$ cat src/rtl/eclk_bus_sequencer.sv
// eclk_bus_sequencer
// Sequences 6800-style peripheral accesses for two requesters against the
// ten-phase E-cycle supplied by the clock generator. A grant is taken at the
// phase-5 edge, the peripheral is selected for phases 6..9, and the winning
// requester receives a one-cycle ack in phase 0. Contention alternates
// between the two requesters.
//
// Ports:
//   clk                  system clock, all state on posedge
//   _reset               asynchronous active-low reset
//   eclk[9:0]            one-hot E-cycle phase
//   req0/req1            level requests, held until own ack
//   rw0/rw1              1 = read, 0 = write
//   addr0/addr1          peripheral register address
//   wdata0/wdata1        write data
//   ack0/ack1            one-cycle completion pulses
//   rdata                last read data, updated at read completion
//   e                    6800-style E clock (high in phases 6..9)
//   per_sel/per_rw       peripheral select / read-write
//   per_addr/per_wdata   peripheral address / write data
//   per_rdata            peripheral read data
//   busy                 access in progress (grant through ack)
module eclk_bus_sequencer (
    input  logic       clk,
    input  logic       _reset,
    input  logic [9:0] eclk,
    input  logic       req0,
    input  logic       req1,
    input  logic       rw0,
    input  logic       rw1,
    input  logic [7:0] addr0,
    input  logic [7:0] addr1,
    input  logic [7:0] wdata0,
    input  logic [7:0] wdata1,
    output logic       ack0,
    output logic       ack1,
    output logic [7:0] rdata,
    output logic       e,
    output logic       per_sel,
    output logic       per_rw,
    output logic [7:0] per_addr,
    output logic [7:0] per_wdata,
    input  logic [7:0] per_rdata,
    output logic       busy
);

    typedef enum logic [1:0] {
        ST_IDLE   = 2'd0,
        ST_ACCESS = 2'd1,
        ST_ACK    = 2'd2
    } state_t;

    state_t     state_r;
    state_t     state_s;
    logic       grant_s;
    logic       done_s;
    logic       pick1_s;

    logic       gnt1_r;
    logic       last_r;
    logic       ack0_r;
    logic       ack1_r;
    logic [7:0] rdata_r;
    logic       e_r;
    logic       per_sel_r;
    logic       per_rw_r;
    logic [7:0] per_addr_r;
    logic [7:0] per_wdata_r;
    logic       busy_r;

    // Phases 0..4 carry no meaning for the sequencer; only 5..9 are used.
    logic       unused_eclk_s;
    assign unused_eclk_s = ^eclk[4:0];

    // Returns 1 when requester 1 wins. last_served = 1 means requester 1
    // was granted most recently, so requester 0 wins a tie.
    function automatic logic pick_req1(input logic r0, input logic r1,
                                       input logic last_served);
        logic p;
        if (r0 && r1) begin
            p = ~last_served;
        end else begin
            p = r1;
        end
        return p;
    endfunction

    assign ack0      = ack0_r;
    assign ack1      = ack1_r;
    assign rdata     = rdata_r;
    assign e         = e_r;
    assign per_sel   = per_sel_r;
    assign per_rw    = per_rw_r;
    assign per_addr  = per_addr_r;
    assign per_wdata = per_wdata_r;
    assign busy      = busy_r;

    // State register.
    always_ff @(posedge clk or negedge _reset) begin
        if (!_reset) begin
            state_r <= ST_IDLE;
        end else begin
            state_r <= state_s;
        end
    end

    // Next-state logic; grant_s / done_s strobe the datapath register updates.
    always_comb begin
        state_s = state_r;
        grant_s = 1'b0;
        done_s  = 1'b0;
        pick1_s = pick_req1(req0, req1, last_r);
        case (state_r)
            ST_IDLE: begin
                if (eclk[5] && (req0 || req1)) begin
                    state_s = ST_ACCESS;
                    grant_s = 1'b1;
                end else begin
                    state_s = ST_IDLE;
                end
            end
            ST_ACCESS: begin
                // No timeout: a missing phase-9 strobe holds the access open.
                if (eclk[9]) begin
                    state_s = ST_ACK;
                    done_s  = 1'b1;
                end else begin
                    state_s = ST_ACCESS;
                end
            end
            ST_ACK: begin
                state_s = ST_IDLE;
            end
            default: begin
                state_s = ST_IDLE;
            end
        endcase
    end

    // Registered outputs, grant bookkeeping and read-data capture.
    always_ff @(posedge clk or negedge _reset) begin
        if (!_reset) begin
            gnt1_r      <= 1'b0;
            last_r      <= 1'b1;
            ack0_r      <= 1'b0;
            ack1_r      <= 1'b0;
            rdata_r     <= 8'h00;
            e_r         <= 1'b0;
            per_sel_r   <= 1'b0;
            per_rw_r    <= 1'b1;
            per_addr_r  <= 8'h00;
            per_wdata_r <= 8'h00;
            busy_r      <= 1'b0;
        end else begin
            e_r <= eclk[5] | eclk[6] | eclk[7] | eclk[8];
            if (grant_s) begin
                gnt1_r      <= pick1_s;
                last_r      <= pick1_s;
                per_rw_r    <= pick1_s ? rw1 : rw0;
                per_addr_r  <= pick1_s ? addr1 : addr0;
                per_wdata_r <= pick1_s ? wdata1 : wdata0;
                per_sel_r   <= 1'b1;
                busy_r      <= 1'b1;
            end else if (done_s) begin
                per_sel_r <= 1'b0;
                ack0_r    <= ~gnt1_r;
                ack1_r    <= gnt1_r;
                if (per_rw_r) begin
                    rdata_r <= per_rdata;
                end
            end else if (state_r == ST_ACK) begin
                ack0_r <= 1'b0;
                ack1_r <= 1'b0;
                busy_r <= 1'b0;
            end
        end
    end

endmodule
$ cat config.mk
export PLATFORM = sky130hd
export DESIGN_NAME = eclk_bus_sequencer
export DESIGN_NICKNAME = d
export VERILOG_FILES = /design/src/rtl/eclk_bus_sequencer.sv
export SDC_FILE = /design/constraint.sdc
export NUM_CORES = 1
export LEC_CHECK = 0
export CAP_MARGIN = 15
export CORE_MARGIN = 5
export CORE_UTILIZATION = 42
export CTS_BUF_LIST = sky130_fd_sc_hd__clkbuf_4
export CTS_CLUSTER_SIZE = 28
export DETAILED_ROUTE_END_ITERATION = 8
export PLACE_DENSITY = 0.9
export SYNTH_ARGS = -nofsm -noshare
export SYNTH_HDL_FRONTEND = slang
export SYNTH_SLANG_ARGS = --single-unit
$ cat constraint.sdc
create_clock -name clk -period 4 [get_ports clk]
set_input_delay 0.4 -clock clk [delete_from_list [all_inputs] [get_ports clk]]
set_output_delay 0.4 -clock clk [all_outputs]
set_load 0.05 [all_outputs]
# ---- Word level (Yosys, flattened, before mapping)
# Index checks and enable logic that the tools add are counted.
dict set report totals {
  wordCells 49
  input_bits 56
  reg_bits 34
  out_inout_bits 30
}
dict set report classes {
  n_reduce_logical 10
  n_bitwise 6
  n_eq_ne 3
  mux 18
}
# op n
set ops {}
lappend ops {{$mux W8} 2}
lappend ops {{$mux W1} 14}
lappend ops {{$reduce_bool A2 Y1} 3}
lappend ops {{$pmux W2 S2} 1}
lappend ops {{$reduce_and A2 Y1} 2}
lappend ops {{$not A1 Y1} 3}
lappend ops {{$or A1 B1 Y1} 3}
lappend ops {{$reduce_and A3 Y1} 1}
lappend ops {{$eq A2 B1 Y1 const B} 1}
lappend ops {{$eq A2 B2 Y1 const B} 1}
lappend ops {{$logic_and A1 B1 Y1} 2}
lappend ops {{$logic_not A2 Y1} 1}
lappend ops {{$mux W2} 1}
lappend ops {{$ne A2 B2 Y1 const B} 1}
lappend ops {{$logic_or A1 B1 Y1} 1}

# ---- Longest topological paths before layout
# Gate-level depths: netlist of run 1.
dict set report logic_depth {
  depth_word 6
  ltp_mapped 5
  mapped_depth_nobuf 3
}

# ---- Least setup slack after synthesis of run 1
# No wires, ideal clock.
dict set report synth_timing {
  path_kind {reg-to-reg}
  startpoint {register last_r}
  endpoint {register per_addr_r[0], in the netlist per_addr[0]}
  synth_period_minus_slack_ns 1.285
  required_ns 3.872
  arrival_time_ns 1.157
  slack_ns 2.715
  path_stages_with_launch 6
  n_path_buf 2
  setup_ns 0.128
  cell_sequence {dfstp_2 -> nor2b_1 -> buf_2 -> buf_2 -> o32ai_1 -> a2bb2oi_1}
}
dict set report synth_between {
  elab_chain_len 3
}
# item line_no
set synth_rtl {}
lappend synth_rtl {{start: declaration} 60} ;# logic last_r;
lappend synth_rtl {{start signal: assignment} 158} ;# last_r <= pick1_s;
lappend synth_rtl {{$not A1 Y1} 81} ;# p = ~last_served;
lappend synth_rtl {{$mux W1} 80} ;# if (r0 && r1) begin
lappend synth_rtl {{$mux W8} 160} ;# per_addr_r <= pick1_s ? addr1 : addr0;
lappend synth_rtl {{end signal: assignment} 160}
lappend synth_rtl {{end: declaration} 67} ;# logic [7:0] per_addr_r;
# No other way between the ends.
# A chain may end at the register's enable or synchronous reset.

# ---- Worst setup path in the final report of run 1
dict set report layout_timing {
  startpoint {register per_rw_r, in the netlist per_rw}
  endpoint {output per_rw}
}
# item line_no
set layout_rtl {}
lappend layout_rtl {{start: declaration} 66} ;# logic per_rw_r;
lappend layout_rtl {{start signal: assignment} 159} ;# per_rw_r <= pick1_s ? rw1 : rw0;
lappend layout_rtl {{end: declaration} 40} ;# output logic per_rw,
# No word-level cell between the ends.

==> run summary, run 1 <==
share of layout cells above drive strength 1: 14.58%
# nets final: 247
non-filler instance count after layout: 238
total track usage: 18.25%
Area Overhead vs Synth: 58.54%
# DRC: 0
Setup CP Type: flop to output pin
Post-Synthesis Cells: 111
RePlAce Congestion: 0.7480
status: finished, final reports clean
H-tree Lvls: 2
Fmax achieved: 0.4769 GHz
max_cap viols: 0
Routed wire per std cell: 18.24 um
Inst Count DP: 230
largest net degree at the start of global routing: 35
Final Setup Violations: 0
Core Region: 0.003363 mm^2
Slew @ Worst Pin: 1144 ps
post-CTS sizing: 0
detailed-route via count: 1,273
CP Data Arrival Time: 1700 ps
post-synthesis sequential area ratio: 57.70%
hpwl dp: 3.341 mm
Top Ports: 86
drt first pass iters: 4
CTS root buffer: clkbuf_4
overall power: 1.794 mW
Detailed Route Iter0 Violations: 51
setup total negative slack: 0 ps
grt total ovfl: 0
Worst Path Buf+Inv: 1
Final Skew: 5.956 ps
Critical Path Source Type: flop
TritonCTS Buffers: 5
chip width: 69.34 um
max incr delay on CP: 810 ps
post-cts hold buffer count: 0
vias in the first global route: 1,410
asr flop ratio synth: 100.0%
vias per cell: 5.349
IO Port Bufs: 80
later-pin clock latency in the skew report: 320 ps
Yosys warnings: 0
Final Hold Viols: 0
Netlist cell types: 27
ant diodes: 0
Primary FF master, synth: dfrtp_1
Worst EP required: 3600 ps
fin. max-slew vios: 0
Synth Register Bits: 34
syn_nets: 167
post-route core utilization: 69.72%
CTS sink count: 34
Post-synth EDFFs: 0
relative slew slack: 23.56%
Leak: 0.9232 nW
antenna-violating nets left: 0
synthesized area: 0.001479 mm^2
initial core utilization: 43.97%
Crit-path slowest cell: clkdlybuf4s50_1
num rows: 21
DIE AREA: 0.004808 mm^2
first-pass GRT wire length: 7.107 mm
fin crit period: 2097 ps
VDD IR max: 0.4159 mV
CTS tree: done
RSZ-0062 raised after global routing: no
Routed WL: 4.341 mm
Worst Hold Class: input pin to asynchronous set/reset pin
Max clock buf depth: 2
Syn Area/Cell: 13.32 um^2
CP max FO: 3
cells along the critical path: clkdlybuf4s50_1
CTS clk-pin slew, worst paths: 100 ps
top cell family by delay on the critical path: buffers and inverters
Post-CTS Setup Inserts: 0
fin crit share: 52.42%
number of antenna violations at the first check in global routing: 0
power per cell area: 764.9 mW/mm^2
Setup crit end kind: output pin
Die H: 69.34 um
[Yosys cell counts (all sizes together) (2+ instances only)]
cell type   n  area, um^2
a22o        2       17.52
buf         8       57.55
a2bb2oi    18       157.7
mux2        9       101.4
dfstp       2       52.55
dfrtp      32       800.8
o32ai      17       148.9
a21oi       2       10.01
inv         3       11.26
o21ai       3       15.01
nand2       3       13.77
[path summary, 6_finish.rpt]
check / slack [ps] / from / endpoint / cells after the start
hold reg to reg: 510 / rdata[4]$_DFFE_PN0P_ / rdata[4]$_DFFE_PN0P_ / 1
min in group clk: 510 / rdata[4]$_DFFE_PN0P_ / rdata[4]$_DFFE_PN0P_ / 1
hold / removal: 470 / _reset / state_r[0]$_DFF_PN0_ / 2
setup / recovery: 1900 / per_rw$_DFFE_PN1P_ / per_rw / 1
max in group asynchronous: 3190 / _reset / per_rw$_DFFE_PN1P_ / 2
setup reg to reg: 2250 / last_r$_DFFE_PN1P_ / per_addr[0]$_DFFE_PN0P_ / 3
[kinds of logic after synthesis]
| family | share of synthesized area (%) |
|---|---|
| buffers and inverters | 4.906 |
| flip-flops | 57.70 |
| multiplexers | 6.853 |
| AO/OA/AOI/OAI | 25.97 |
| AND/OR/NAND/NOR | 4.570 |
[report_power, final]
part           internal (mW)  leakage (nW)  switching, mW  total, mW
Combinational          0.394         0.509          0.639       1.03
Clock                 0.0729        0.0331          0.111      0.184
Sequential             0.488         0.381         0.0891      0.577
[placed cells by master (no fill, tap or decap)]
cell type	netlist	layout
clkinv_1	0	1
a22o_1	2	2
nor3_1	1	1
clkdlybuf4s50_1	0	80
nand2b_1	1	1
inv_2	1	1
o21a_2	1	1
o21ai_0	3	3
a2bb2oi_1	18	18
mux2_2	9	9
nor2b_1	1	1
and3b_2	1	1
clkbuf_4	0	6
nand2_1	2	2
or2_2	1	1
a31oi_1	1	1
dfstp_2	2	2
a21oi_1	2	2
o21ba_2	1	1
or4_1	1	1
clkinv_2	0	1
a21bo_2	1	1
buf_4	2	2
nand2_2	1	1
inv_1	2	2
dfrtp_1	32	32
o32ai_1	17	17
nor3b_2	1	1
[through the flow]
step | hold slack (ps) | worst slack [ps] | cell area [um^2]
finish | 466.2 | 1903 | 2345
global route | 496.7 | 1839 | 2345
CTS | 471.0 | 1881 | 2345
detailed placement | 494.2 | 1693 | 2291
global placement | 486.6 | 1782 | 2291
floorplan | 104.4 | 2715 | 1479
[sequential cells by signal, summed over array words and instances (netlist names)]
name       cells
ack0           1
ack1           1
busy           1
e              1
gnt1_r         1
last_r         1
per_addr       8
per_rw         1
per_sel        1
per_wdata      8
rdata          8
state_r        2
[routing by layer]
metal	track usage (%)	vias up	wire, um
met5	0	-	0
met2	32.63	52	2334
met1	20.53	611	1667
met4	4.989	0	69
li1	-	604	-
met3	6.232	6	270
[area by class of cell]
cell class	count	area, um^2
Fill cell	272	1018
Inverter	3	11.26
Timing Repair Buffer	82	815.8
Tap cell	46	57.56
Multi-Input combinational cell	65	553.0
Clock inverter	2	8.758
Sequential cell	34	853.3
Clock buffer	6	45.04
No activity file was read; power rests on OpenSTA's default activity.
==> run 2, diff against run 1 <==
--- a/config.mk
+++ b/config.mk
@@ -7,11 +7,11 @@
 export LEC_CHECK = 0
 export CAP_MARGIN = 15
 export CORE_MARGIN = 5
-export CORE_UTILIZATION = 42
+export CORE_UTILIZATION = 39
 export CTS_BUF_LIST = sky130_fd_sc_hd__clkbuf_4
 export CTS_CLUSTER_SIZE = 28
 export DETAILED_ROUTE_END_ITERATION = 8
-export PLACE_DENSITY = 0.9
+export PLACE_DENSITY = 0.84
 export SYNTH_ARGS = -nofsm -noshare
 export SYNTH_HDL_FRONTEND = slang
 export SYNTH_SLANG_ARGS = --single-unit
==> constraint.sdc (replaced) <==
create_clock -name clk -period 2.1 [get_ports clk]
set_input_delay 0.21 -clock clk [delete_from_list [all_inputs] [get_ports clk]]
set_output_delay 0.21 -clock clk [all_outputs]
set_load 0.05 [all_outputs]
==> run summary, run 2 (same netlist as run 1, synthesis figures left out) <==
ant diodes: 0 (unchanged)
vias in the first global route: 1,472 (+4.4%)
Max clock buf depth: 2 (unchanged)
TritonCTS Buffers: 5 (unchanged)
setup total negative slack: 0 ps (unchanged)
Routed wire per std cell: 18.01 um (-1.2%)
post-cts hold buffer count: 0 (unchanged)
max incr delay on CP: 810 ps (about the same)
RSZ-0062 raised after global routing: no
Post-CTS Setup Inserts: 0 (unchanged)
later-pin clock latency in the skew report: 340 ps (+20 ps)
max_cap viols: 0 (unchanged)
total number of cells along the worst setup path: 1 (unchanged)
Setup CP Type: flop to output pin
# DRC: 0 (unchanged)
Worst Path Buf+Inv: 1 (unchanged)
Slew @ Worst Pin: 529.6 ps (-614.7 ps)
vias per cell: 5.339 (-0.19%)
Final Skew: 10.58 ps (+4.628 ps)
relative slew slack: 64.58% (+41 points)
fin. max-slew vios: 0 (unchanged)
RePlAce Congestion: 0.7311 (-2.3%)
Critical Path Source Type: flop
chip width: 71.58 um (+3.2%)
Top Ports: 86 (unchanged)
num rows: 22 (+4.8%)
grt total ovfl: 0 (unchanged)
H-tree Lvls: 2 (unchanged)
post-route core utilization: 64.70% (-5.0 points)
most frequent cells in the layout: clkdlybuf4s50_1, dfrtp_1, a2bb2oi_1
share of layout cells above drive strength 1: 15.98% (+1.4 points)
DIE AREA: 0.005124 mm^2 (+6.6%)
fin crit share: 91.24%
drt first pass iters: 2 (-2)
Fmax achieved: 0.5219 GHz
largest net degree at the start of global routing: 35 (unchanged)
first-pass GRT wire length: 7.203 mm (+1.4%)
Crit-path slowest cell: clkdlybuf4s50_1
Setup crit end kind: output pin
power per cell area: 1450 mW/mm^2 (+90%)
cells along the critical path: clkdlybuf4s50_1
CTS clk-pin slew, worst paths: 100 ps (about the same)
CP max FO: 3 (unchanged)
antenna-violating nets left: 0 (unchanged)
Routed WL: 4.359 mm (+0.41%)
Leak: 0.9378 nW (+1.6%)
R2R depth: 3 (unchanged)
detailed-route via count: 1,292 (+1.5%)
# nets final: 250 (+1.2%)
CP Data Arrival Time: 1710 ps (about the same)
Final Setup Violations: 0 (unchanged)
most common cell after layout, fill and taps aside: clkdlybuf4s50_1
status: finished, final reports clean
fin crit period: 1916 ps
Worst Hold Class: input pin to asynchronous set/reset pin
Detailed Route Iter0 Violations: 48 (-5.9%)
CTS tree: done
Die H: 71.58 um (+3.2%)
total track usage: 18.15% (-0.10 points)
Worst EP required: 1890 ps (-1710 ps)
Final Hold Viols: 0 (unchanged)
top cell family by delay on the critical path: buffers and inverters
CTS sink count: 34 (unchanged)
VDD IR max: 0.8758 mV (+110%)
CTS root buffer: clkbuf_4
initial core utilization: 40.40% (-3.6 points)
Core Region: 0.003661 mm^2 (+8.9%)
post-CTS sizing: 0 (unchanged)
IO Port Bufs: 80 (unchanged)
Area Overhead vs Synth: 60.15%
number of antenna violations at the first check in global routing: 0 (unchanged)
hpwl dp: 3.389 mm (+1.4%)
## run 2: area by class of cell
cell class | count | area, um^2
Clock buffer | 7 | 52.55
Fill cell | 294 | 1292
Inverter | 3 | 11.26
Multi-Input combinational cell | 65 | 553.0
Sequential cell | 34 | 853.3
Tap cell | 48 | 60.06
Timing Repair Buffer | 85 | 838.3
## run 2: power by group
group	switching, mW	total (mW)	internal (mW)
Clock	0.195	0.347	0.152
Combinational	1.23	1.99	0.767
Sequential	0.163	1.09	0.931
## run 2: metal layers
layer / wire length (um) / vias to the layer above / GRT usage [%]
met5: 0 / - / 0
met4: 46 / 0 / 5.010
met3: 487 / 10 / 9.537
met2: 2208 / 50 / 31.43
met1: 1617 / 626 / 19.22
li1: - / 606 / -
## run 2: worst paths after layout
check                                      from                  endpoint  slack (ps)
setup / recovery             per_rw$_DFFE_PN1P_                    per_rw         180
hold / removal                           _reset          ack1$_DFFE_PN0P_         260
setup reg to reg           state_r[1]$_DFF_PN0_  per_wdata[5]$_DFFE_PN0P_         610
hold reg to reg            rdata[7]$_DFFE_PN0P_      rdata[7]$_DFFE_PN0P_         520
max in group asynchronous                _reset        per_rw$_DFFE_PN1P_        1500
min in group clk                        eclk[7]               e$_DFF_PN0_         440
## run 2: worst reg2reg max path, cell delays in order, from the launching register on
cell       delay (ps)
dfrtp_1           460
nor3b_2           280
o21a_2            440
a2bb2oi_1         240
## run 2: per-stage QoR
step	worst slack, ps	instances	total power [mW]	hold WS (ps)	cell area, um^2
2_1_floorplan	815.1	111	2.380	-85.59	1479
6_report	183.9	242	3.434	262.3	2369
3_3_place_gp	470.8	235	3.057	488.2	2316
5_1_grt	129.1	242	3.616	297.3	2369
4_1_cts	164.3	242	3.475	261.1	2369
3_5_place_dp	412.0	235	3.109	502.8	2316
==> run 3, diff against run 2 <==
--- a/config.mk
+++ b/config.mk
@@ -11,6 +11,7 @@
 export CTS_BUF_LIST = sky130_fd_sc_hd__clkbuf_4
 export CTS_CLUSTER_SIZE = 28
 export DETAILED_ROUTE_END_ITERATION = 8
+export GPL_ROUTABILITY_DRIVEN = 0
 export PLACE_DENSITY = 0.84
 export SYNTH_ARGS = -nofsm -noshare
 export SYNTH_HDL_FRONTEND = slang
==> results of run 3 <==
No change in the layout: final DEF, timing and power equal those of run 2.
